[src/rtl/cdc_tx_queue.sv]
// CPU-side byte queue feeding the clk1 write port of the TWI clock-domain crossing.
// Issues queued bytes as single-cycle strobes, tracks the crossing handshake and flags stalls/overflows.
module cdc_tx_queue #(
  parameter int DEPTH   = 4,
  parameter int SYNC    = 2,
  parameter int TIMEOUT = 255
) (
  input  logic                       clk1,
  input  logic                       rst,
  input  logic                       cpu_we,
  input  logic [7:0]                 cpu_wd,
  output logic                       cpu_full,
  output logic [$clog2(DEPTH+1)-1:0] cpu_level,
  output logic                       busy,
  output logic                       ovf,
  output logic                       tmo,
  input  logic                       err_clr,
  output logic                       sent,
  output logic                       cdc_wr1,
  output logic [7:0]                 cdc_data1,
  input  logic                       cdc_wait
);

  localparam int LW = $clog2(DEPTH + 1);
  localparam int PW = $clog2(DEPTH);
  localparam logic [LW-1:0] FULL_LVL = LW'(DEPTH);
  localparam logic [15:0]   CNT_LAST = 16'(TIMEOUT - 1);

  typedef enum logic [1:0] {IDLE, ISSUE, WAIT_HI, WAIT_LO} state_t;

  state_t          state_q, state_d;
  logic [7:0]      mem_q [DEPTH];
  logic [PW-1:0]   wr_ptr_q, wr_ptr_d, rd_ptr_q, rd_ptr_d;
  logic [LW-1:0]   level_q, level_d;
  logic [SYNC-1:0] sync_q, sync_d;
  logic [15:0]     cnt_q, cnt_d, cnt_inc;
  logic            wr1_q, wr1_d, sent_q, sent_d, ovf_q, ovf_d, tmo_q, tmo_d;
  logic [7:0]      data1_q, data1_d;
  logic            wait_s, pop, push, reject, tmo_set;

  assign wait_s  = sync_q[SYNC-1];
  assign pop     = (state_q == IDLE) && (level_q != '0) && !wait_s;
  // A full queue still accepts a byte when the head leaves in the same cycle.
  assign push    = cpu_we && ((level_q != FULL_LVL) || pop);
  assign reject  = cpu_we && !push;
  assign cnt_inc = (cnt_q == 16'hFFFF) ? cnt_q : cnt_q + 16'd1;

  always_comb begin
    wr_ptr_d = push ? wr_ptr_q + PW'(1) : wr_ptr_q;
    rd_ptr_d = pop  ? rd_ptr_q + PW'(1) : rd_ptr_q;
    level_d  = level_q;
    if (push && !pop) level_d = level_q + LW'(1);
    else if (pop && !push) level_d = level_q - LW'(1);
    sync_d = {sync_q[SYNC-2:0], cdc_wait};
  end

  always_comb begin
    state_d = state_q;
    cnt_d   = cnt_q;
    wr1_d   = 1'b0;
    data1_d = data1_q;
    sent_d  = 1'b0;
    tmo_set = 1'b0;
    case (state_q)
      IDLE: begin
        if (pop) begin
          data1_d = mem_q[rd_ptr_q];
          wr1_d   = 1'b1;
          state_d = ISSUE;
        end
      end
      ISSUE: begin
        cnt_d   = '0;
        state_d = WAIT_HI;
      end
      WAIT_HI: begin
        if (wait_s) begin
          cnt_d   = '0;
          state_d = WAIT_LO;
        end else if (cnt_q == CNT_LAST) begin
          tmo_set = 1'b1;
          state_d = IDLE;
        end else begin
          cnt_d = cnt_inc;
        end
      end
      WAIT_LO: begin
        if (!wait_s) begin
          sent_d  = 1'b1;
          state_d = IDLE;
        end else if (cnt_q == CNT_LAST) begin
          tmo_set = 1'b1;
          state_d = IDLE;
        end else begin
          cnt_d = cnt_inc;
        end
      end
      default: state_d = IDLE;
    endcase
    // Setting a sticky flag takes priority over clearing it.
    ovf_d = reject  ? 1'b1 : (err_clr ? 1'b0 : ovf_q);
    tmo_d = tmo_set ? 1'b1 : (err_clr ? 1'b0 : tmo_q);
  end

  always_ff @(posedge clk1) begin
    if (!rst) begin
      state_q  <= IDLE;
      wr_ptr_q <= '0;
      rd_ptr_q <= '0;
      level_q  <= '0;
      sync_q   <= '0;
      cnt_q    <= '0;
      wr1_q    <= 1'b0;
      data1_q  <= '0;
      sent_q   <= 1'b0;
      ovf_q    <= 1'b0;
      tmo_q    <= 1'b0;
    end else begin
      state_q  <= state_d;
      wr_ptr_q <= wr_ptr_d;
      rd_ptr_q <= rd_ptr_d;
      level_q  <= level_d;
      sync_q   <= sync_d;
      cnt_q    <= cnt_d;
      wr1_q    <= wr1_d;
      data1_q  <= data1_d;
      sent_q   <= sent_d;
      ovf_q    <= ovf_d;
      tmo_q    <= tmo_d;
    end
  end

  // Storage carries no reset; the pointers alone define which entries are valid.
  always_ff @(posedge clk1) begin
    if (push) mem_q[wr_ptr_q] <= cpu_wd;
  end

  assign cpu_full  = (level_q == FULL_LVL);
  assign cpu_level = level_q;
  assign busy      = (state_q != IDLE) || (level_q != '0);
  assign ovf       = ovf_q;
  assign tmo       = tmo_q;
  assign sent      = sent_q;
  assign cdc_wr1   = wr1_q;
  assign cdc_data1 = data1_q;

endmodule

[config.mk]
export PLATFORM = sky130hd
export DESIGN_NAME = cdc_tx_queue
export DESIGN_NICKNAME = d
export VERILOG_FILES = /design/src/rtl/cdc_tx_queue.sv
export SDC_FILE = /design/constraint.sdc
export NUM_CORES = 1
export LEC_CHECK = 0
export BUFFER_PORTS_ARGS = -buffer_cell sky130_fd_sc_hd__buf_4
export CAP_MARGIN = 30
export CORE_ASPECT_RATIO = 1.1
export CORE_MARGIN = 5
export CORE_UTILIZATION = 58
export DETAILED_ROUTE_END_ITERATION = 7
export HOLD_SLACK_MARGIN = 0.08
export PLACE_DENSITY = 0.83
export SLEW_MARGIN = 20
export SYNTH_ARGS = -nofsm -noshare
export SYNTH_HDL_FRONTEND = slang
export SYNTH_SLANG_ARGS = --single-unit
[constraint.sdc]
create_clock -name clk1 -period 5.8 [get_ports clk1]
set_clock_uncertainty 0.05 [all_clocks]
set_input_delay 1.74 -clock clk1 [delete_from_list [all_inputs] [get_ports clk1]]
set_output_delay 1.74 -clock clk1 [all_outputs]
set_load 0.005 [all_outputs]
==> impl_metrics.ini <==
[outcome]
status = finished clean

[yosys]
ys_seq_elements = 71
synth_cells = 264
syn-num-nets = 285
async_reset_ff_frac = 0
ys_warn_count = 0
syn_area_mm2 = 0.003109
synth_area_per_cell_um2 = 11.78
synthTopCellsByArea = edfxtp_1 31%, dfxtp_1 25%, mux4_2 5.8%
yosysSeqAreaShare = 0.5602
synth_top_flop_cell = dfxtp_1
yosys.area.top_type = edfxtp_1
yosysTopAreaCellShare = 0.3091
synth_edf_count = 32
synth_cell_types = 47

[grt]
met1_usage = 0.2312
grt_pass1_vias = 2036
top_usage_layer = met2
grt_pass1_wl_mm = 9.687
use_met2 = 0.3090
grt.total_usage = 0.1864
overflow = 0
grt_use_met3 = 0.03638
grt_start_max_net_pins = 31
antenna_found_initial = 0

[cts]
ctsResizeCount = 0
clock_sinks = 71
cts_setup_buffers = 0
cts_htree_levels = 3
cts_hold_buf = 0
path_clk_slew_ps = 80
ctsRootBufferMaster = clkbuf_8
cts_tree = done
clockBufferDepth = 2
clk_latency_ps = 340
numCtsBuffers = 9

[routing]
drt-total-wl_mm = 5.710
antenna_left = 0
drcViolationCount = 0
post_drt_wl_per_cell_um = 15.31
drtIter0Drc = 158
vias = 2038
firstDrtPassIters = 4
via_per_inst = 5.464

[setup_path]
cp-start-kind = input port
critPathArrivalTime_ps = 3610
critPathBufInv = 2
cp_slowest_cell = nor2b_1
r2r_start = state_q[1]
crit_fanout = 7
required_ps = 6010
cpLargestDelayFamily = simple AND/OR/NAND/NOR gates
worst_setup_path_end_kind = flop
reg2reg_slack_ps = 3100
r2r_cells = 8
cpPeakStageDelay_ps = 430
r2r-end = cpu_level[2]
crit_type = input port to flop
crit_chain = buf_4 > nor2b_1 > ha_1 > inv_1 > fa_1 > xor2_1 > or3_1 > a21boi_0

[floorplan]
start_util = 0.5877
core_mm2 = 0.005290
dieArea_mm2 = 0.006927
rows = 28
ios = 30
fp.dieH_um = 86.79
dieWidth_um = 79.81

[placement]
port_buffers = 29
placed_cell_area_mm2 = 0.003383
hpwl_mm = 3.898
place.gp.congestion = 0.8159
pre_cts_slack_ps = 2068

[sta]
finalMaxSlewViolations = 0
finalSetupViolCount = 0
fin_tns_setup_ps = 0
rsz0062_at_grt = no
fin_ws_ps = 2403
slew_headroom = 0.5954
holdWs_ps = 385.0
finalCritPeriodShare = 0.5856
worst_pin_slew_ps = 606.1
period_needed_ps = 3397
hold_viol = 0
fmax_mhz = 294.4

[layout]
syn2layout_area_growth_pct = 16.42
fin_area_mm2 = 0.003620
nFillCells = 372
fin_nets = 314
mostFrequentLayoutCells = 39 x dfxtp_1, 32 x edfxtp_1, 30 x buf_4
n_antenna_cell = 0
layout_commonest_cell = dfxtp_1
drive_gt1_frac = 0.2114

[power_and_ir_drop]
p_comb_frac = 0.258
power.switching_mw = 0.4442
switching_share = 0.2921
clkPwrFrac = 0.305
p_seq_frac = 0.437
power.density_mw_per_mm2 = 420.1
max-vdd-ir-drop_mv = 0.2792
internal-power_mw = 1.076
p_leak_nw = 1.288

[min_path]
min_to = sync_q[1]
hp-start = sync_q[0]
holdPathStages = 1
hold_class = flop to flop

[run]
drv_cap = 0
[layout make-up]
type / count / area [um2] / share of cell area
sequential: 71 / 1742 / 0.4812
multi-input combinational: 174 / 1289 / 0.3560
timing repair buffer: 31 / 236.5 / 0.06533
clock buffer: 10 / 127.6 / 0.03526
clock inverter: 6 / 108.9 / 0.03007
tap: 75 / 93.84 / 0.02592
inverter: 6 / 22.52 / 0.006222
[layer usage]
layer  wire length (um)  vias up
met5                  0        -
met2               2967       38
met4                 83        0
met3                208        7
li1                   -     1016
met1               2450      977
[how the worst max path moves through the flow]
stage,start,end,depth (start not counted)
floorplan,cpu_we,cpu_level[2],8
global placement,cpu_we,cpu_level[2],8
detailed placement,cpu_we,cpu_level[2],8
CTS,cpu_we,cpu_level[2],8
global route,cpu_we,cpu_level[2],8
finish,cpu_we,cpu_level[2],8
[power groups by stage]
stage	clock network, mW	logic, mW	registers, mW
global placement	0	0.371	0.673
finish	0.464	0.392	0.664
global route	0.498	0.438	0.679
floorplan	0	0.281	0.641
CTS	0.472	0.396	0.666
detailed placement	0	0.394	0.677
[Yosys cell counts (3+ instances only)]
| cell | count |
|---|---|
| nand2_1 | 28 |
| mux4_2 | 8 |
| nor2b_1 | 7 |
| a211oi_1 | 3 |
| nor4_1 | 5 |
| nor2_1 | 14 |
| a21boi_0 | 9 |
| and2_1 | 14 |
| nor3_1 | 4 |
| and3_1 | 4 |
| and4_4 | 3 |
| buf_2 | 5 |
| and4_1 | 3 |
| o21ai_0 | 5 |
| dfxtp_1 | 39 |
| ha_1 | 7 |
| inv_1 | 5 |
| edfxtp_1 | 32 |
| clkbuf_1 | 6 |
| a21oi_1 | 11 |
| xnor2_1 | 13 |
| nand3_1 | 7 |
[worst reg2reg max path: cells and delay by family, from the launching register on]
family                   cells  cell delay, ps
AND/OR/NAND/NOR              2             730
AO/OA/AOI/OAI                2             540
buffers and inverters        1              60
flip-flops                   1             430
adder cells (fa/ha/maj)      2             650
XOR/XNOR                     1             160
[registers in the layout, summed over array words and instances (netlist names)]
signal / flops
cdc_data1: 8
cdc_wr1: 1
cnt_q: 16
cpu_level: 3
mem_q: 32
ovf: 1
rd_ptr_q: 2
sent: 1
state_q: 2
sync_q: 2
tmo: 1
wr_ptr_q: 2
[logic make-up after synthesis]
group,share of synthesized area
and+or+nand+nor,0.1932
muxes,0.06439
AOI/OAI and AO/OA,0.08088
adders and majority gates,0.03461
xor gates and xnor gates,0.03944
DFF,0.5602
buffers and inverters,0.02736
[per-stage QoR]
step	total power [mW]	cells	util
finish	1.521	373	0.6842
global route	1.616	373	0.6842
CTS	1.535	373	0.6842
global placement	1.044	356	0.6374
detailed placement	1.071	357	0.6395
floorplan	0.9219	264	-
Power figures use the tool's default switching activity.
